--- config.mk ---
export PLATFORM = sky130hd
export DESIGN_NAME = xor_session_ctrl
export DESIGN_NICKNAME = d
export VERILOG_FILES = /design/src/rtl/xor_session_ctrl.sv
export SDC_FILE = /design/constraint.sdc
export NUM_CORES = 1
export LEC_CHECK = 0
export ABC_AREA = 1
export ABC_CLOCK_PERIOD_IN_PS = 5450
export CORE_ASPECT_RATIO = 0.75
export CORE_MARGIN = 2
export CORE_UTILIZATION = 57
export DETAILED_ROUTE_END_ITERATION = 10
export GPL_ROUTABILITY_DRIVEN = 0
export PLACE_DENSITY_LB_ADDON = 0.3
export SYNTH_ARGS = -nofsm -noshare
export SYNTH_HDL_FRONTEND = slang
export SYNTH_SLANG_ARGS = --single-unit
--- constraint.sdc ---
create_clock -name clk -period 5.45 [get_ports clk]
set_clock_uncertainty 0.1 [all_clocks]
set_input_delay 1.09 -clock clk [delete_from_list [all_inputs] [get_ports clk]]
set_output_delay 1.09 -clock clk [all_outputs]
set_load 0.01 [all_outputs]
--- src/rtl/xor_session_ctrl.sv ---
// Session sequencer for the serial XOR-encryption datapath: key load, message load, encrypt, send.
// Optional completed-session counter is enabled by defining XOR_SESSION_COUNT_EN.
module xor_session_ctrl #(
  parameter int KEY_SIZE       = 8,
  parameter int MSG_SIZE       = 64,
  parameter int TIMEOUT_CYCLES = 255
) (
  input  logic       clk,
  input  logic       rst_n,
  input  logic       ena,
  input  logic       iStart,
  input  logic       iAbort,
  input  logic       iBit_valid,
  input  logic       iCt_done,
  output logic       oKey_flag,
  output logic       oMsg_flag,
  output logic       oEncrypt_go,
  output logic       oBusy,
  output logic       oDone,
  output logic       oError,
  output logic [2:0] oState,
  output logic [7:0] oSession_count
);

  localparam int BW = $clog2(MSG_SIZE) + 1;
  localparam int TW = $clog2(TIMEOUT_CYCLES + 1);

  localparam logic [BW-1:0] KEY_LAST = BW'(KEY_SIZE - 1);
  localparam logic [BW-1:0] MSG_LAST = BW'(MSG_SIZE - 1);
  localparam logic [BW-1:0] BIT_ONE  = BW'(1);
  localparam logic [TW-1:0] TO_LAST  = TW'(TIMEOUT_CYCLES - 1);
  localparam logic [TW-1:0] TO_ONE   = TW'(1);

  typedef enum logic [2:0] {
    S_IDLE     = 3'd0,
    S_LOAD_KEY = 3'd1,
    S_LOAD_MSG = 3'd2,
    S_ENCRYPT  = 3'd3,
    S_SEND     = 3'd4,
    S_DONE     = 3'd5,
    S_ERROR    = 3'd6
  } state_t;

  state_t          r_state;
  state_t          w_state_nxt;
  logic [BW-1:0]   r_bit_cnt;
  logic [TW-1:0]   r_idle_cnt;

  logic            r_key_flag;
  logic            r_msg_flag;
  logic            r_encrypt_go;
  logic            r_busy;
  logic            r_done;
  logic            r_error;

  logic            w_key_flag_nxt;
  logic            w_msg_flag_nxt;
  logic            w_encrypt_go_nxt;
  logic            w_busy_nxt;
  logic            w_done_nxt;
  logic            w_error_nxt;

  logic            w_waiting;
  logic            w_bit_take;
  logic            w_idle_tick;
  logic            w_timeout;
  logic            w_state_chg;

  // States in which the session is waiting on external activity and may time out
  assign w_waiting   = (r_state == S_LOAD_KEY) || (r_state == S_LOAD_MSG) ||
                       (r_state == S_SEND);
  assign w_bit_take  = iBit_valid &&
                       ((r_state == S_LOAD_KEY) || (r_state == S_LOAD_MSG));
  assign w_idle_tick = w_waiting && !iBit_valid && !iCt_done;
  assign w_timeout   = w_idle_tick && (r_idle_cnt == TO_LAST);
  assign w_state_chg = (w_state_nxt != r_state);

  always_ff @(posedge clk or negedge rst_n) begin
    if (!rst_n) begin
      r_state <= S_IDLE;
    end else if (ena) begin
      r_state <= w_state_nxt;
    end
  end

  always_comb begin
    w_state_nxt = r_state;
    if (iAbort) begin
      w_state_nxt = S_IDLE;
    end else begin
      case (r_state)
        S_IDLE: begin
          if (iStart) w_state_nxt = S_LOAD_KEY;
        end
        S_LOAD_KEY: begin
          if (iBit_valid && (r_bit_cnt == KEY_LAST)) w_state_nxt = S_LOAD_MSG;
          else if (w_timeout)                         w_state_nxt = S_ERROR;
        end
        S_LOAD_MSG: begin
          if (iBit_valid && (r_bit_cnt == MSG_LAST)) w_state_nxt = S_ENCRYPT;
          else if (w_timeout)                         w_state_nxt = S_ERROR;
        end
        S_ENCRYPT: begin
          w_state_nxt = S_SEND;
        end
        S_SEND: begin
          if (iCt_done)       w_state_nxt = S_DONE;
          else if (w_timeout) w_state_nxt = S_ERROR;
        end
        S_DONE: begin
          w_state_nxt = S_IDLE;
        end
        S_ERROR: begin
          w_state_nxt = S_ERROR;
        end
        default: begin
          w_state_nxt = S_IDLE;
        end
      endcase
    end
  end

  // Outputs are decoded from the next state so they are valid on the edge entering a state
  always_comb begin
    w_key_flag_nxt   = 1'b0;
    w_msg_flag_nxt   = 1'b0;
    w_encrypt_go_nxt = 1'b0;
    w_busy_nxt       = 1'b0;
    w_done_nxt       = 1'b0;
    w_error_nxt      = 1'b0;
    case (w_state_nxt)
      S_LOAD_KEY: begin
        w_key_flag_nxt = 1'b1;
        w_busy_nxt     = 1'b1;
      end
      S_LOAD_MSG: begin
        w_msg_flag_nxt = 1'b1;
        w_busy_nxt     = 1'b1;
      end
      S_ENCRYPT: begin
        w_encrypt_go_nxt = 1'b1;
        w_busy_nxt       = 1'b1;
      end
      S_SEND: begin
        w_busy_nxt = 1'b1;
      end
      S_DONE: begin
        w_done_nxt = 1'b1;
        w_busy_nxt = 1'b1;
      end
      S_ERROR: begin
        w_error_nxt = 1'b1;
      end
      default: begin
        w_busy_nxt = 1'b0;
      end
    endcase
  end

  always_ff @(posedge clk or negedge rst_n) begin
    if (!rst_n) begin
      r_key_flag   <= 1'b0;
      r_msg_flag   <= 1'b0;
      r_encrypt_go <= 1'b0;
      r_busy       <= 1'b0;
      r_done       <= 1'b0;
      r_error      <= 1'b0;
    end else if (ena) begin
      r_key_flag   <= w_key_flag_nxt;
      r_msg_flag   <= w_msg_flag_nxt;
      r_encrypt_go <= w_encrypt_go_nxt;
      r_busy       <= w_busy_nxt;
      r_done       <= w_done_nxt;
      r_error      <= w_error_nxt;
    end
  end

  // Bit counter restarts on every state change, so it never runs past the active target
  always_ff @(posedge clk or negedge rst_n) begin
    if (!rst_n) begin
      r_bit_cnt <= '0;
    end else if (ena) begin
      if (w_state_chg)     r_bit_cnt <= '0;
      else if (w_bit_take) r_bit_cnt <= r_bit_cnt + BIT_ONE;
    end
  end

  always_ff @(posedge clk or negedge rst_n) begin
    if (!rst_n) begin
      r_idle_cnt <= '0;
    end else if (ena) begin
      if (w_state_chg || !w_idle_tick) r_idle_cnt <= '0;
      else                             r_idle_cnt <= r_idle_cnt + TO_ONE;
    end
  end

`ifdef XOR_SESSION_COUNT_EN
  logic [7:0] r_session_cnt;

  function automatic logic [7:0] sat_inc8(input logic [7:0] v);
    return (v == 8'hFF) ? v : v + 8'd1;
  endfunction

  // Survives iAbort; only reset clears the tally
  always_ff @(posedge clk or negedge rst_n) begin
    if (!rst_n) begin
      r_session_cnt <= 8'h00;
    end else if (ena && (w_state_nxt == S_DONE) && (r_state != S_DONE)) begin
      r_session_cnt <= sat_inc8(r_session_cnt);
    end
  end

  assign oSession_count = r_session_cnt;
`else
  assign oSession_count = 8'h00;
`endif

  assign oKey_flag   = r_key_flag;
  assign oMsg_flag   = r_msg_flag;
  assign oEncrypt_go = r_encrypt_go;
  assign oBusy       = r_busy;
  assign oDone       = r_done;
  assign oError      = r_error;
  assign oState      = r_state;

endmodule
# Word-level counts from Yosys, hierarchy flattened
# Index checks and enable logic that the tools add are counted.
[classes] addsub=2 eq_ne=15 mux=16 n_reduce_logical=16
[ops] cell="$mux W3" count=6
[ops] cell="$pmux W3 S6" count=1
[ops] cell="$eq A3 B3 Y1 const B" count=5
[ops] cell="$mux W7" count=2
[ops] cell="$eq A3 B2 Y1 const B" count=4
[ops] cell="$add A8 B1 Y8 const B" count=1
[ops] cell="$eq A8 B8 Y1 const B" count=1
[ops] cell="$mux W8" count=1
[ops] cell="$add A7 B1 Y7 const B" count=1
[ops] cell="$eq A7 B3 Y1 const B" count=1
[ops] cell="$eq A7 B6 Y1 const B" count=1
[ops] cell="$eq A3 B1 Y1 const B" count=2
[ops] cell="$logic_and A1 B1 Y1" count=6
[ops] cell="$mux W1" count=6
[ops] cell="$reduce_or A5 Y1" count=1
[ops] cell="$logic_not A1 Y1" count=3
[ops] cell="$logic_not A3 Y1" count=1
[ops] cell="$logic_or A1 B1 Y1" count=3
[ops] cell="$ne A3 B3 Y1" count=1
[ops] cell="$reduce_and A2 Y1" count=1
[ops] cell="$reduce_bool A2 Y1" count=1
[word_totals] reg_bits=24 in_bits=7 output_inout_bits=17 word_cells=58

# Longest topological paths before layout
# Gate-level depths: netlist (run 1).
[logic_depth] ltp_word=13 depth_mapped=17 mapped_depth_nobuf=17

# Worst setup path before layout (run 1)
# OpenSTA, ideal clock, no wires.
[synth_timing] path_type="input -> register" from="in iBit_valid" to="reg r_bit_cnt[5]" setup_time_ps=65 arrival_time_ps=2254 t_required_ps=5285 slack_ps=3031 stages=14 path_buffers=0 cell_sequence="inv_1 nor2_1 nand2_2 nor2_4 nand2_1 o21ai_0 nand2_2 nand2_4 nand3_1 nand2_4 nand4_4 nand2_4 nand2_1 nand2_1"
[synth_between] elab_chain_cells=11 elab_cells_between_ends=17 classes_between="1 x eq/ne; 7 x mux; 9 x reduce/logical"
[synth_lines] element="start, declared" line_no="13" rtl="input logic iBit_valid,"
[synth_lines] element="$logic_not A1 Y1" line_no="74" rtl="assign w_idle_tick = w_waiting && !iBit_valid && !iCt_done;"
[synth_lines] element="$logic_and A1 B1 Y1 (2 in series)" line_no="74"
[synth_lines] element="$logic_and A1 B1 Y1" line_no="75" rtl="assign w_timeout = w_idle_tick && (r_idle_cnt == TO_LAST);"
[synth_lines] element="$mux W3" line_no="97, 101, 108"
[synth_lines] element="$mux W3, on equally long branches" line_no="107, 100, 96"
[synth_lines] element="$pmux W3 S6" line_no="91" rtl="case (r_state)"
[synth_lines] element="$mux W3" line_no="88" rtl="if (iAbort) begin"
[synth_lines] element="$ne A3 B3 Y1" line_no="76" rtl="assign w_state_chg = (w_state_nxt != r_state);"
[synth_lines] element="$reduce_bool A2 Y1 (no source line)"
[synth_lines] element="$reduce_and A2 Y1 (no source line)"
[synth_lines] element="end signal, assigned" line_no="184" rtl="else if (w_bit_take) r_bit_cnt <= r_bit_cnt + BIT_ONE;"
[synth_lines] element="end, declared" line_no="46" rtl="logic [BW-1:0] r_bit_cnt;"
# Parallel ways exist; a longest one is shown, timed or not.
# A chain may end at the register's enable or synchronous reset.

==> out/summary.md, run 1 <==
The run finished with clean final reports. Sum of negative setup slack: 0 ns. The worst setup slack after placement is 2.03 ns, and the count of flip-flops with a built-in enable after synthesis is 0. The number of clock buffers inserted by TritonCTS was 3.

For the starting density of the core, the log shows 61.4%. For this run, the total global-route usage over all layers was measured as 22.9%. The most frequent cell on the critical path is sky130_fd_sc_hd__nor2_1. Number of warning messages in the yosys log: 0. Number of slew-limit violations in the final report: 0.

The critical path class is primary input to register. The delay contributed by the slowest stage of the critical path was 1.01 ns. The worst path setup slack after routing is 2.27 ns. Hold repair after CTS inserted 0 buffers.

The number of instances in the synthesized netlist is 205. The deepest level of the CTS H-tree came out at 1. The tree is rooted in a sky130_fd_sc_hd__clkbuf_8.

The total of fill cells in the finished design came out at 216. Hold is met by 0.390 ns. Dividing the detail-routed wire length by the instance count gives 12.7 um. Setup violations remaining at the end of the flow were counted as 0. The y dimension of the die is 50.4 um, and the detailed-route DRC error count is 0. The maximum clock frequency was 314 MHz; the final period demand of the worst path was 3.18 ns. The number of antenna violations at the first check in global routing was 0; the synthesized area per cell was 7.97 um2. For the site row count, the log shows 16. The I/O pin count is 24. The max capacitance violation total is 0. The number of hold-slack violations in the final timing report was 0; the first-pass GRT wire length was 5870 um. The proportion of synthesized chip area in sequential cells was 36.8%; the highest fanout seen on the critical path was 23. At the pin with the least slew margin, the transition time is 1.06 ns. The number of gates resized after CTS was 0. The number of buffer and inverter instances along the worst setup path was 2. The run gives 0.896 nW as the static power due to leakage. The clock drives 24 sinks. For the placeable core region, the log shows 0.00266 mm2. Of the available clock period, the critical path in the final layout requires 58.4%. Full die area: 0.00332 mm2. The highest-delay cell along the critical path was sky130_fd_sc_hd__clkdlybuf4s50_1. The count of buffers added on input and output ports is 15. The via density per instance came out at 5.34. The clock passes through at most 2 buffers. The proportion of layout cells with a drive suffix above 1 came out at 15.9%. The violation count after the first detailed-route iteration was 65. For this design the ratio of total power to cell area is 241 mW/mm2. Compared with the post-synthesis result, the final layout area differs by 12.5%. The flip-flop and latch count after synthesis was 24. The vias after detailed routing was 1,366. Clock-pin slew on the worst setup and hold paths: 0.08 ns. For the number of global-route vias before repair, the log shows 1,355. For this run, the leading register cell type out of synthesis is sky130_fd_sc_hd__dfrtp_1.

For the post-route non-filler standard cell count, the log shows 256. The worst hold path belongs to the class register to register. Net count of the finished layout: 231.

TritonCTS built the clock tree. The floorplan step set the die width to 65.8 um. Setup repair after global routing left no endpoint under its margin. Required time at the worst-slack endpoint: 5.48 ns. The worst setup path is launched from a primary input.

For the number of distinct standard cells referenced by the synthesized netlist, the log shows 31. In this run the tightest slew margin relative to its limit is 29.0%. The repair_antennas step left the layout with diodes totalling 0.

The global route total overflow was 0. Detailed placement finished with a half-perimeter wire length of 2550 um. Number of buffers added for setup after CTS: 0. Including well taps, the total number of placed cells is 252.

The wire length after detailed routing is 3260 um, and the clock insertion delay at the later pin of the skew report is 0.27 ns. The type of element capturing the critical path was a register. Entering global routing, the biggest net connects 25 pins. Across the VDD grid, the largest voltage drop is 164 uV. Traced cell by cell, the critical path runs through clkdlybuf4s50_1, inv_1, nor2_1, nand3_1, nor2_1, xnor2_1, a21oi_1.

In this run the cell area of the synthesized design comes to 0.00163 mm2. The detail route stage leaves a number of antenna-violating nets equal to 0. The family with the most delay on the worst path is buffers and inverters.

The pre-antenna-repair detailed-routing pass consisted of 4 iterations. Counting flops with an async set or reset pin after synthesis yields a share of 100%. For the worst setup path, the data arrival time is 3.21 ns.
## per-stage QoR
step / area (um2) / utilization (%) / power, mW
3_3_place_gp: 1780 / 67.0 / 0.321
3_5_place_dp: 1780 / 67.0 / 0.328
2_1_floorplan: 1660 / - / 0.295
5_1_grt: 1840 / 69.0 / 0.473
4_1_cts: 1840 / 69.0 / 0.448
6_report: 1840 / 69.0 / 0.443
## final cells by class
class                   instances  area, um2  share of cell area (%)
inverters                      19       71.3                    3.88
repair buffers                 15        150                    8.17
multi-input cells             158        916                    49.8
clock buffers                   4       55.1                    3.00
flip-flops and latches         24        601                    32.7
well taps                      36       45.0                    2.45
## routing by layer
| metal | share of wire (%) | up-vias | track usage [%] |
|---|---|---|---|
| li1 | - | 673 | - |
| met1 | 46 | 649 | 29.0 |
| met2 | 49 | 38 | 39.9 |
| met3 | 4.5 | 6 | 5.83 |
| met4 | 0.95 | 0 | 4.17 |
| met5 | 0 | - | 0 |
## synth_stat cells (2+ instances only)
master | count | area, um2
sky130_fd_sc_hd__a21oi_1 | 9 | 45.0
sky130_fd_sc_hd__buf_4 | 8 | 60.1
sky130_fd_sc_hd__clkbuf_1 | 2 | 7.51
sky130_fd_sc_hd__dfrtp_1 | 24 | 601
sky130_fd_sc_hd__ha_1 | 3 | 37.5
sky130_fd_sc_hd__inv_1 | 15 | 56.3
sky130_fd_sc_hd__inv_2 | 4 | 15.0
sky130_fd_sc_hd__nand2_1 | 46 | 173
sky130_fd_sc_hd__nand2_2 | 9 | 56.3
sky130_fd_sc_hd__nand2_4 | 5 | 56.3
sky130_fd_sc_hd__nand3_1 | 21 | 105
sky130_fd_sc_hd__nand3_2 | 3 | 30.0
sky130_fd_sc_hd__nand3_4 | 3 | 52.6
sky130_fd_sc_hd__nand4_4 | 2 | 42.5
sky130_fd_sc_hd__nor2_1 | 20 | 75.1
sky130_fd_sc_hd__nor2_2 | 2 | 12.5
sky130_fd_sc_hd__o21ai_0 | 4 | 20.0
sky130_fd_sc_hd__o21ai_1 | 2 | 10.0
sky130_fd_sc_hd__o31ai_1 | 2 | 15.0
sky130_fd_sc_hd__or2_2 | 2 | 12.5
sky130_fd_sc_hd__xnor2_1 | 4 | 35.0
sky130_fd_sc_hd__xor2_1 | 6 | 52.6
## power breakdown
part	internal (mW)	leakage, nW	switching (mW)	total, mW
Combinational	0.0443	0.540	0.0735	0.118
Clock	0.0645	0.0288	0.0543	0.119
Sequential	0.192	0.327	0.0150	0.206
## final timing paths
kind / cells after the start / from / slack [ns] / end
hold / removal: 2 / oDone / 0.39 / oDone
min in group asynchronous: 1 / rst_n / 1.30 / r_idle_cnt[3]
setup / recovery: 7 / ena / 2.27 / r_idle_cnt[7]
setup reg to reg: 16 / r_idle_cnt[0] / 3.20 / r_bit_cnt[5]
max in group asynchronous: 1 / rst_n / 3.31 / oState[1]
hold reg to reg: 2 / oDone / 0.39 / oDone
## tightest hold or removal path: stages (launching register included)
cell and delay [ns]:
sky130_fd_sc_hd__dfrtp_1 0.35, sky130_fd_sc_hd__nand2_1 0.05, sky130_fd_sc_hd__nand2_1 0.06
## state kept, by name (all words and copies together) (netlist names)
| signal | flops |
|---|---|
| oMsg_flag | 1 |
| oDone | 1 |
| r_bit_cnt | 7 |
| oState | 3 |
| oKey_flag | 1 |
| oBusy | 1 |
| oError | 1 |
| r_idle_cnt | 8 |
| oEncrypt_go | 1 |
## kinds of logic after synthesis
| kind of cell | share of synthesized area (%) |
|---|---|
| and+or+nand+nor | 38.7 |
| adders and majority gates | 2.30 |
| xor gates and xnor gates | 5.36 |
| DFF | 36.8 |
| AOI/OAI and AO/OA | 7.89 |
| buffers and inverters | 8.81 |
| other | 0.229 |
## cell usage in the layout (no fill, tap or decap)
| cell type | synthesis | final |
|---|---|---|
| sky130_fd_sc_hd__o21ai_0 | 4 | 4 |
| sky130_fd_sc_hd__inv_2 | 4 | 4 |
| sky130_fd_sc_hd__dfrtp_1 | 24 | 24 |
| sky130_fd_sc_hd__nor2_4 | 1 | 1 |
| sky130_fd_sc_hd__xor2_1 | 6 | 6 |
| sky130_fd_sc_hd__o31ai_1 | 2 | 2 |
| sky130_fd_sc_hd__conb_1 | 1 | 8 |
| sky130_fd_sc_hd__nor2_2 | 2 | 2 |
| sky130_fd_sc_hd__ha_1 | 3 | 3 |
| sky130_fd_sc_hd__a31oi_1 | 1 | 1 |
| sky130_fd_sc_hd__nand4_4 | 2 | 2 |
| sky130_fd_sc_hd__nor3_1 | 1 | 1 |
| sky130_fd_sc_hd__inv_1 | 15 | 15 |
| sky130_fd_sc_hd__or2_2 | 2 | 2 |
| sky130_fd_sc_hd__nand3_1 | 21 | 21 |
| sky130_fd_sc_hd__nand2_1 | 46 | 46 |
| sky130_fd_sc_hd__o21ai_1 | 2 | 2 |
| sky130_fd_sc_hd__nand3_4 | 3 | 3 |
| sky130_fd_sc_hd__o21bai_1 | 1 | 1 |
| sky130_fd_sc_hd__xnor2_1 | 4 | 4 |
| sky130_fd_sc_hd__clkdlybuf4s50_1 | 0 | 15 |
| sky130_fd_sc_hd__nor2_1 | 20 | 20 |
| sky130_fd_sc_hd__a21oi_1 | 9 | 9 |
| sky130_fd_sc_hd__clkbuf_8 | 0 | 4 |
| sky130_fd_sc_hd__o21a_1 | 1 | 1 |
| sky130_fd_sc_hd__nand2_4 | 5 | 5 |
| sky130_fd_sc_hd__nand2_2 | 9 | 9 |
| sky130_fd_sc_hd__a22o_1 | 1 | 1 |
| sky130_fd_sc_hd__a41oi_1 | 1 | 1 |
| sky130_fd_sc_hd__nand3_2 | 3 | 3 |
(Power assumes the default switching activity.)
==> run 2, diff against run 1 <==
--- a/config.mk
+++ b/config.mk
@@ -6,10 +6,10 @@
 export NUM_CORES = 1
 export LEC_CHECK = 0
 export ABC_AREA = 1
-export ABC_CLOCK_PERIOD_IN_PS = 5450
+export ABC_CLOCK_PERIOD_IN_PS = 3100
 export CORE_ASPECT_RATIO = 0.75
 export CORE_MARGIN = 2
-export CORE_UTILIZATION = 57
+export CORE_UTILIZATION = 54
 export DETAILED_ROUTE_END_ITERATION = 10
 export GPL_ROUTABILITY_DRIVEN = 0
 export PLACE_DENSITY_LB_ADDON = 0.3
==> constraint.sdc (replaced) <==
create_clock -name clk -period 3.1 [get_ports clk]
set_clock_uncertainty 0.1 [all_clocks]
set_input_delay 0.62 -clock clk [delete_from_list [all_inputs] [get_ports clk]]
set_output_delay 0.62 -clock clk [all_outputs]
set_load 0.01 [all_outputs]
==> out/summary.md, run 2 (synthesis results as in run 1) <==
The floorplan step defined a die boundary enclosing 0.00349 mm2. The number of antenna violations at the first check in global routing is 0. The smallest clock period supported by the final layout is computed as 2.36 ns. After detailed routing, the number of remaining DRC violations is 0. Using the TritonRoute via totals, the vias-per-cell ratio works out to 5.10. The cell depth of the worst flop-to-flop path works out to 16.

In this run the worst path has a maximum fanout of 8. The number of slew-limit violations in the final report is 0. Clock insertion delay at the later pin of the skew report: 0.27 ns. The number of antenna diodes in the final layout is 0. In the global route stage, overall resource usage came out at 21.1%. Setup repair after global routing left no endpoint under its margin. The average wire per cell in the routed design works out to 11.8 um. Relative to the synthesized area, the layout overhead comes to 12.7%. The most frequent standard cell in the layout excluding fill and tap cells is sky130_fd_sc_hd__nand2_1. The number of hold-slack violations in the final timing report came out at 0.

In this run, CTS created clock tree buffers numbering 3. The maximum number of pins on one net before global-route repair was 25; the number of buffers inserted for hold repair after clock tree synthesis was 0. The run gives 3060 um as the wire length after detailed routing. Detailed routing inserted a total of 1,320 vias.

Across the VDD grid, the largest voltage drop is 245 uV. Power spread over the standard cell area amounts to 407 mW/mm2. Excluding fillers, the count of instances in the completed layout stands at 259. The run finished with clean final reports.

Setup violations remaining at the end of the flow were counted as 0. In this run the standard cell core region covers 0.00291 mm2. Summed over all failing endpoints, the final setup total negative slack is 0 ns. The deepest level of the CTS H-tree was 1. The x dimension of the die was 67.5 um. After clock tree synthesis, the clock-pin slew on the worst setup and hold paths is 0.08 ns.

Clock tree synthesis found a total of 24 sinks. The tree is rooted in a sky130_fd_sc_hd__clkbuf_8. The logs give 256 for the number of cells after detailed placement and 275 for the total of fill cells in the finished design. For the maximum clock frequency, the log shows 424 MHz. The required time at the worst-slack endpoint was 3.21 ns. Max-cap violations in this run came to 0. The detail route stage leaves a number of antenna-violating nets equal to 0.

The total overflow left after global routing is 0. The part of the cycle the worst path needs works out to 76.0%. In this run the core area contains 17 standard-cell rows.

The worst hold path was traced through 2 stages. The register with the most flip-flops in the final layout is r_idle_cnt. The tools report the static power due to leakage as 0.899 nW. Cells with a size suffix above 1 make up 16.3% of the layout.

Input and output buffers added on the ports amount to 15. The starting density of the core was 56.1%; the number of detailed-routing iterations run before antenna repair was 4. The tools report the quantity of gates resized following cts as 0. In this run the worst hold path is classified as register to register. Leaving out fill and tap cells, the most frequent cells in the layout are 46 x sky130_fd_sc_hd__nand2_1, 24 x sky130_fd_sc_hd__dfrtp_1, 21 x sky130_fd_sc_hd__nand3_1. The critical path class is primary input to register.

Number of global-route vias before repair: 1,210. Violation count after the first detailed-route iteration: 97. The first global-routing pass estimated 5530 um of wire. The tools report the kind of start point of the critical path as a primary input. 24 I/O pins were placed. Data arrives at the worst endpoint at 2.47 ns. The die is 51.6 um tall.

The number of buffers added for setup after CTS was 0; the maximum buffer depth of the clock tree was 2. STA classifies the critical path endpoint as a register. Number of flip-flops in the largest register: 8.

TritonCTS built the clock tree. The total half-perimeter wirelength after legalization and detailed placement is 2260 um. The net count of the finished layout is 233.
==> run 2: cell count changes in the layout (fill, tap and decap cells not counted), sizes merged <==
cell,change
buf,+2
clkbuf,-1
==> run 2: worst paths after layout <==
| path | startpoint | slack (ns) | end |
|---|---|---|---|
| setup / recovery | iBit_valid | 0.74 | r_bit_cnt[0] |
| hold / removal | oDone | 0.38 | oDone |
| setup reg to reg | r_idle_cnt[0] | 0.90 | r_bit_cnt[0] |
| hold reg to reg | oDone | 0.38 | oDone |
| max in group asynchronous | rst_n | 2.05 | oKey_flag |
| min in group asynchronous | rst_n | 0.61 | r_idle_cnt[4] |
==> run 2: power breakdown <==
part	switching [mW]	leakage, nW	internal (mW)
logic	0.127	0.550	0.0789
clock network	0.0941	0.0216	0.0870
registers	0.0260	0.327	0.337
total	0.247	0.899	0.503
==> run 2: worst max-delay path, stage by stage <==
cell and delay, ns:
sky130_fd_sc_hd__clkdlybuf4s50_1 0.52, sky130_fd_sc_hd__inv_1 0.05, sky130_fd_sc_hd__nor2_1 0.11, sky130_fd_sc_hd__nand2_2 0.07, sky130_fd_sc_hd__nor2_4 0.08, sky130_fd_sc_hd__nand2_1 0.06, sky130_fd_sc_hd__o21ai_0 0.09, sky130_fd_sc_hd__nand2_2 0.09
sky130_fd_sc_hd__nand2_4 0.09, sky130_fd_sc_hd__nand3_1 0.11, sky130_fd_sc_hd__nand2_4 0.14, sky130_fd_sc_hd__nand4_4 0.16, sky130_fd_sc_hd__nand2_4 0.14, sky130_fd_sc_hd__nand2_1 0.06, sky130_fd_sc_hd__nand2_1 0.07
==> run 2: layer usage <==
layer / wire length, um / GRT usage, %
met2: 1320 / 31.4
met1: 1550 / 30.5
met3: 152 / 4.76
met4: 31 / 6.12
met5: 0 / 0
==> run 2: area by class of cell <==
cell class	instances	area, um2	share of cell area (%)
clock buffers	3	41.3	2.24
flip-flops and latches	24	601	32.6
well taps	38	47.5	2.58
multi-input cells	158	916	49.7
inverters	19	71.3	3.87
repair buffers	17	165	8.97
==> run 2: metrics by stage <==
stage	worst slack [ns]	utilization, %	total power [mW]	hold slack (ns)	cell area [um2]
after floorplan	1.15	-	0.519	0.224	1660
after global placement	0.517	61.8	0.572	0.361	1800
after detailed placement	0.459	61.8	0.575	0.374	1800
after CTS	0.738	63.2	0.755	0.391	1840
after global routing	0.537	63.2	0.798	0.423	1840
final	0.743	63.2	0.750	0.382	1840
==> run 3, diff against run 2 <==
--- a/config.mk
+++ b/config.mk
@@ -6,10 +6,10 @@
 export NUM_CORES = 1
 export LEC_CHECK = 0
 export ABC_AREA = 1
-export ABC_CLOCK_PERIOD_IN_PS = 3100
+export ABC_CLOCK_PERIOD_IN_PS = 1890
 export CORE_ASPECT_RATIO = 0.75
 export CORE_MARGIN = 2
-export CORE_UTILIZATION = 54
+export CORE_UTILIZATION = 49
 export DETAILED_ROUTE_END_ITERATION = 10
 export GPL_ROUTABILITY_DRIVEN = 0
 export PLACE_DENSITY_LB_ADDON = 0.3
==> constraint.sdc (replaced) <==
create_clock -name clk -period 1.89 [get_ports clk]
set_clock_uncertainty 0.1 [all_clocks]
set_input_delay 0.378 -clock clk [delete_from_list [all_inputs] [get_ports clk]]
set_output_delay 0.378 -clock clk [all_outputs]
set_load 0.01 [all_outputs]
==> out/summary.md, run 3 (synthesis results as in run 1) <==
The run gives 0.00382 mm2 as the full die area. The number of global-route vias before repair is 1,393, and the I/O pin count is 24. In the final timing run, aggregate negative setup slack is -1.91 ns.

The violation count after the first detailed-route iteration was 76. Once layout is complete, the cells apart from fillers number 289. The most frequent standard cell in the layout excluding fill and tap cells was sky130_fd_sc_hd__nand2_1. The flow ran to the end, but the final reports show violations. The first detailed-routing pass took 4 iterations. From synthesis to final layout, the design area changed by 37.7%. Summed over all cells, the static leakage comes to 1.09 nW. The tools report the number of slew-limit violations in the final report as 0.

The worst-case IR drop observed on VDD is 399 uV. Setup repair after global routing could not meet its margin everywhere. From left edge to right edge, the die measures 70.7 um.

The final route contains 1,485 vias. Power comes to 1.55 mW. The tools report the beginning of the critical path as r_idle_cnt[0].

The number of flip-flops in the largest register is 8. The final layout contains 260 nets. The run gives 69.4% as the share of the core filled with cells.

Summing all placed instances gives a cell area of 0.00201 mm2. The type of element capturing the critical path was a register. After layout, the minimum clock period comes to 2.07 ns. The y dimension of the die works out to 54.0 um.

Entering global routing, the biggest net connects 25 pins. After detailed placement, the design holds a cell count of 284. The buffer cell driving the clock tree root is sky130_fd_sc_hd__clkbuf_8. The logs give 0 for the number of hold-slack violations in the final timing report and 0 for the number of antenna violations at the first check in global routing. For the cell area after layout, the log shows 0.00225 mm2. Part of the cycle the worst path needs: 110%. For the worst-skew pair, the clock arrives at the later sink with an insertion delay of 0.27 ns. At the worst endpoint, the arrival time is 2.19 ns.

No sink is reached through more buffers than the 2 on the longest clock path. After detailed routing, the total wire length is 3590 um. The path class of the tightest hold or removal check is primary input to async pin. The run gives 0.00324 mm2 as the placeable core region.

The tools report the detailed-route DRC error count as 0. The first global-routing pass estimated 6040 um of wire. Buffers placed on the I/O ports in this run total 15. TritonCTS built the clock tree.

The repair_antennas step left the layout with diodes totalling 0. The worst path setup slack after routing came out at -0.181 ns. The critical path class was register to register.

After clock tree synthesis, the clock-pin slew on the worst setup and hold paths is 0.10 ns. Setup violations remaining at the end of the flow were counted as 15. The initial utilization of the core area, before any placement, comes to 50.4%. The site row count is 18.

The library cells used most frequently in the layout, excluding fill and tap cells, are 35 x sky130_fd_sc_hd__nand2_1, 28 x sky130_fd_sc_hd__buf_4, 23 x sky130_fd_sc_hd__dfrtp_1. In this run the worst path has a maximum fanout of 8. The tools report the kind of start point of the critical path as a register. The average wire per cell in the routed design was 12.4 um.

Based on the critical path, the design can be clocked at up to 483 MHz. For this run, the total global-route usage over all layers was measured as 20.1%. At the worst endpoint, the required time is 2.01 ns.

The total half-perimeter wirelength after legalization and detailed placement was 2570 um; the max capacitance violation total was 0. The count of nets left with antenna violations once routing finished came out at 0. Register bank with the most flops: r_idle_cnt. At the placement stage, the worst setup path has a slack of -0.430 ns. The checks that failed: negative setup slack. The areal power density over the cells was 689 mW/mm2. The via density per instance was 5.14; the deepest level of the CTS H-tree was 1. The number of clock buffers added by TritonCTS is 3.

For the global route total overflow, the log shows 0. Launch point of the worst reg-to-reg path: r_idle_cnt[0]. The worst hold margin is 0.358 ns. In the final layout, the share of cells above drive strength 1 is 39.8%.

CTS saw 24 sinks.
## run 3: changes by cell type in the layout (fill, tap and decap cells not counted), sizes merged
cell           before  now
clkdlybuf4s50      15   14
bufinv              0    1
buf                 2   29
dlymetal6s2s        0    1
## run 3: final timing paths
kind | end | slack (ns) | cells past startpoint
setup / recovery | r_bit_cnt[4] | -0.18 | 16
hold / removal | oKey_flag | 0.36 | 2
setup reg to reg | r_bit_cnt[4] | -0.18 | 16
hold reg to reg | oDone | 0.38 | 2
max in group asynchronous | oState[2] | 1.08 | 2
min in group clk | oDone | 0.38 | 2
## run 3: metal layers
metal  GRT usage (%)  vias to the layer above  part of all wire (%)
met3            3.93                        6                   4.1
met2            32.4                       38                    46
li1                -                      735                     -
met1            28.0                      706                    49
met4            5.03                        0                  0.78
met5               0                        -                     0
## run 3: report_power, final
group	internal (mW)	total, mW	leakage [nW]	switching (mW)
clock	0.284	0.467	0.0357	0.184
combinational	0.226	0.500	0.726	0.274
sequential	0.553	0.584	0.326	0.0308
total	1.06	1.55	1.09	0.489
## run 3: critical path: stages, from the launching register on
cell and delay [ns]:
sky130_fd_sc_hd__dfrtp_1 0.40, sky130_fd_sc_hd__inv_2 0.08, sky130_fd_sc_hd__ha_4 0.12, sky130_fd_sc_hd__nand2_2 0.05, sky130_fd_sc_hd__inv_2 0.05, sky130_fd_sc_hd__nand2_2 0.05
sky130_fd_sc_hd__nor2_4 0.14, sky130_fd_sc_hd__nand3_4 0.11, sky130_fd_sc_hd__nand2_4 0.09, sky130_fd_sc_hd__nand3_4 0.08, sky130_fd_sc_hd__nand2_2 0.08, sky130_fd_sc_hd__nand2_2 0.07
sky130_fd_sc_hd__nand2_4 0.11, sky130_fd_sc_hd__nand4_4 0.17, sky130_fd_sc_hd__nand2_4 0.17, sky130_fd_sc_hd__nand2_1 0.07, sky130_fd_sc_hd__nand2_1 0.06
## run 3: repair_timing
item	CTS	global route
hold buffers	0	0
setup endpoints to repair	19	25
buffers inserted	0	1
resized for setup	11	34
pin swaps	17	16
## run 3: final cells by class
class                      instances  area (um2)
clock buffer                       3        41.3
clock inverter                     1        30.0
fill                             275         992
inverter                          19        71.3
multi-input combinational        158        1080
sequential                        24         602
tap                               40        50.0
timing repair buffer              44         374
==> variant 1: new RTL, settings of run 3 <==
The option `XOR_SESSION_COUNT_EN` is turned on by a define.
--- a/src/rtl/xor_session_ctrl.sv
+++ b/src/rtl/xor_session_ctrl.sv
@@ -1,5 +1,7 @@
 // Session sequencer for the serial XOR-encryption datapath: key load, message load, encrypt, send.
 // Optional completed-session counter is enabled by defining XOR_SESSION_COUNT_EN.
+`define XOR_SESSION_COUNT_EN
+
 module xor_session_ctrl #(
   parameter int KEY_SIZE       = 8,
   parameter int MSG_SIZE       = 64,
Formal check against the unedited RTL: no difference found for any inputs over 10 cycles, from zero or initial values and one cycle with rst_n low; that may be too few to reach the edited logic, so the function may still have changed.
==> variant 1 against run 3 <==
The run still ends with setup timing left; sequential cell count is 8 higher; count of clock-buffer cells in the layout grew 3; first-iteration DRC count grew 70%; routed wire length increased by 43%; synthesized area increased by 21%; power grew 17%; worst setup slack worse by 0.016 ns; cell area increased by 31%; critical path type unchanged; largest cell class unchanged.
==> variant 1: results (changes against run 3) <==
stage	metric	value	unit	change
outcome	failing checks	setup timing		unchanged
pwr	Leakage	1.446	nW	was 1.088 nW
outcome	status	finished, violations left		unchanged
final_layout	Area growth syn-to-layout	49.08	%	was 37.75%
synthesis	syn avg cell area	8.574	µm²	was 7.971 µm²
final_layout	count of non-CTS inverters in the layout	23		was 19
route	drt wl/cell	14.38	µm	was 12.41 µm
final_layout	layout cells sized above 1	0.4375		was 0.3976
final_layout	final net count	315		was 260
place	Inst Count DP	334		was 284
clocking	worst-skew pair later-pin latency	0.29	ns	was 0.27 ns
final_layout	Non-clk bufs	71		was 44
final_layout	Data buffer area share	0.2042		was 0.1662
setup_path	R2R Path End	r_idle_cnt[6]		was r_bit_cnt[4]
synthesis	synth top area cells	dfrtp_1 40%, nand2_1 10%, xor2_1 4.9%, nand3_1 4.8%, nand3_4 4.4%		was dfrtp_1 37%, nand2_1 11%, nand3_1 6.4%, nor2_1 4.6%, buf_4 3.7%
synthesis	Synth Register Bits	32		was 24
final_layout	# fillers	251		was 275
final_layout	Clock Buffer Count	6		was 3
global_route	largest net degree at the start of global routing	33		was 25
global_route	global-route wire length before repair	8.162	mm	was 6.044 mm
final_layout	Seq area share	0.2725		was 0.2674
global_route	gr usage total	0.2302		was 0.2006
pwr	Peak VDD IR	613.0	µV	was 399.2 µV
timing	post-route setup slack	-0.1968	ns	was -0.1806 ns
synthesis	Seq/Total Area, Yosys	0.4043		was 0.3675
route	via/cell ratio	5.096		was 5.138
timing	Setup Viol. Count Final	27		was 15
synthesis	most frequent cells after synthesis	54 x nand2_1, 32 x dfrtp_1, 19 x inv_1, 19 x nand3_1, 15 x nor2_1		was 46 x nand2_1, 24 x dfrtp_1, 21 x nand3_1, 20 x nor2_1, 15 x inv_1
final_layout	Cell Count, Final, Fillers Out	356		was 289
clocking	Inserted Clock Buffers	5		was 3
clocking	clock transition at the registers of the reported paths	0.07	ns	was 0.10 ns
place	Place WS	-0.4604	ns	was -0.4297 ns
global_route	number of global-route vias before repair	1791		was 1393
setup_path	CP Data Arrival Time	2.21	ns	was 2.19 ns
route	1st-iter DRT viols	129		was 76
final_layout	multi-input logic area	0.001311	mm²	was 0.001082 mm²
timing	Setup TNS Final	-3.684	ns	was -1.913 ns
final_layout	#MultiIn Comb	171		was 158
setup_path	cells on worst reg2reg path	14		was 16
floorplanning	die width	77.42	µm	was 70.68 µm
final_layout	clk tree area frac	0.02627		was 0.03168
## variant 1: cell types whose count changed after synthesis, moves of 6 or more
cell	run 3	this run
nand4_1	0	10
buf_4	8	0
dfrtp_1	24	32
nand2_1	46	54
nor2_2	2	9
a21oi_2	0	6
## variant 1: logic make-up after synthesis
logic type,after synthesis,share of synthesized area
flip-flops,32,0.4043
buffers and inverters,28,0.05685
AO/OA/AOI/OAI,22,0.08023
AND/OR/NAND/NOR,128,0.3582
adder cells (fa/ha/maj),4,0.02527
XOR/XNOR,17,0.07517
## variant 1: where the power goes
group	total, mW	internal (mW)	switching (mW)	leakage (nW)
clock	0.504	0.250	0.254	0.0410
combinational	0.546	0.255	0.291	0.972
sequential	0.768	0.725	0.0423	0.434
## variant 1: per-layer routing
metal / track usage / wire (µm) / vias up
li1: - / - / 896
met1: 0.3145 / 2395 / 872
met2: 0.3652 / 2442 / 37
met3: 0.04573 / 191 / 9
met4: 0.09439 / 88 / 0
met5: 0 / 0 / -
==> variant 2: new RTL, settings of run 3 <==
Without the edit above. Put one more register stage on the output `oError`, cleared by the reset. The value now appears one clock later. The other outputs are not delayed to match.
--- a/src/rtl/xor_session_ctrl.sv
+++ b/src/rtl/xor_session_ctrl.sv
@@ -220,7 +220,13 @@
   assign oEncrypt_go = r_encrypt_go;
   assign oBusy       = r_busy;
   assign oDone       = r_done;
-  assign oError      = r_error;
+  always_ff @(posedge clk or negedge rst_n) begin
+    if (!rst_n) begin
+      oError <= '0;
+    end else begin
+      oError <= r_error;
+    end
+  end
   assign oState      = r_state;
 
 endmodule
Function: same outputs for any inputs over 10 cycles, from zero or initial values and one cycle with rst_n low; that may be too few to reach the edited logic, so the function may still have changed.
==> variant 2 against run 3 <==
The run still ends with setup timing left; routed wire length hardly changed; cell count is 1.7% higher; sequential cell count is 1 higher; via count is 1.8% lower; synthesized area is 1.1% lower; non-clock buffer count is 2 higher; worst setup slack better by 0.066 ns; sequential share of layout area is 1.9 points higher; power is 8.1% lower; combinational power is 1% higher; cell area is 3.1% lower; die area is 1.1% lower; count of clock-buffer cells in the layout is 1 higher; critical path type unchanged.
==> variant 2: results (changes against run 3) <==
stage	metric	value	unit	change
clocking	Clock Sinks	25		was 24
pwr	Peak VDD IR	390.9	µV	was 399.2 µV
route	via/cell ratio	4.963		was 5.138
min_path	Hold WC Path Type	flip-flop to flip-flop		was input port to asynchronous set/reset pin
global_route	number of global-route vias before repair	1321		was 1393
global_route	gr usage total	0.2045		was 0.2006
route	Routed met1 length	1.746	mm	was 1.759 mm
final_layout	Non-clk bufs	46		was 44
final_layout	Cell Count, Final, Fillers Out	294		was 289
final_layout	Data buffer area share	0.1784		was 0.1662
route	met2 wire len	1.658	mm	was 1.651 mm
floorplanning	die width	70.30	µm	was 70.68 µm
route	WL met3	157	µm	was 146 µm
place	Place WS	-0.3301	ns	was -0.4297 ns
synthesis	synth top area cells	dfrtp_1 39%, nand2_1 12%, nand3_1 6.2%, nor2_1 4.6%, xor2_1 3.8%		was dfrtp_1 37%, nand2_1 11%, nand3_1 6.4%, nor2_1 4.6%, buf_4 3.7%
global_route	global-route wire length before repair	5.996	mm	was 6.044 mm
synthesis	syn avg cell area	7.729	µm²	was 7.971 µm²
synthesis	most frequent cells after synthesis	53 x nand2_1, 25 x dfrtp_1, 20 x nand3_1, 20 x nor2_1, 14 x inv_1		was 46 x nand2_1, 24 x dfrtp_1, 21 x nand3_1, 20 x nor2_1, 15 x inv_1
final_layout	clk tree area frac	0.02065		was 0.03168
outcome	failing checks	setup timing		unchanged
final_layout	# fillers	251		was 275
synthesis	Post-Synth XOR/XNOR Area	0.05422		was 0.05360
final_layout	final net count	265		was 260
final_layout	Clock Buffer Count	4		was 3
timing	Setup TNS Final	-1.214	ns	was -1.913 ns
final_layout	sequential cell area	625.6	µm²	was 601.8 µm²
final_layout	layout cells sized above 1	0.3465		was 0.3976
global_route	M2 GR Usage	0.3365		was 0.3240
timing	Setup Viol. Count Final	15		unchanged
timing	post-route setup slack	-0.1150	ns	was -0.1806 ns
global_route	met1 GRT Util	0.2847		was 0.2803
final_layout	count of non-CTS inverters in the layout	20		was 19
setup_path	CP Data Arrival Time	2.11	ns	was 2.19 ns
synthesis	Seq/Total Area, Yosys	0.3873		was 0.3675
route	1st-iter DRT viols	89		was 76
outcome	status	finished, violations left		unchanged
final_layout	#MultiIn Comb	159		was 158
synthesis	Compound-Gate Fraction of Synth Area	0.07281		was 0.07887
place	HPWL Detailed	2.466	mm	was 2.568 mm
pwr	Leakage	1.060	nW	was 1.088 nW
synthesis	area share of fa/ha/maj cells after synthesis	0.02324		was 0.02297
place	Cell Area, Placed	0.001969	mm²	was 0.002011 mm²
[variant 2: changes by cell type after synthesis, moves of 2 or more]
cell and change:
nand3_2 +3, nand2_4 -2, inv_2 +2, nand3_4 -3
o21ai_0 +3, nand2_2 -4, o21ai_1 +2, nand2_1 +7
[variant 2: path summary, 6_finish.rpt]
path	startpoint	end	slack [ns]	cells past startpoint
worst max-delay path	r_idle_cnt[0]	r_bit_cnt[5]	-0.12	14
min in group asynchronous	rst_n	oState[1]	0.36	2
worst max register to register	r_idle_cnt[0]	r_bit_cnt[5]	-0.12	14
max in group asynchronous	rst_n	r_bit_cnt[6]	1.08	2
worst min-delay path	r_error	oError	0.30	0
worst min register to register	r_error	oError	0.30	0
[variant 2: report_power, final]
group	switching (mW)	internal, mW	total (mW)
logic	0.287	0.218	0.505
clock network	0.163	0.151	0.314
registers	0.0312	0.575	0.606
[variant 2: timing repair]
item	CTS	global route
hold buffers	0	0
gates resized for setup	16	26
setup buffers	4	0
pin swaps	18	14
endpoints found under the setup margin	17	24
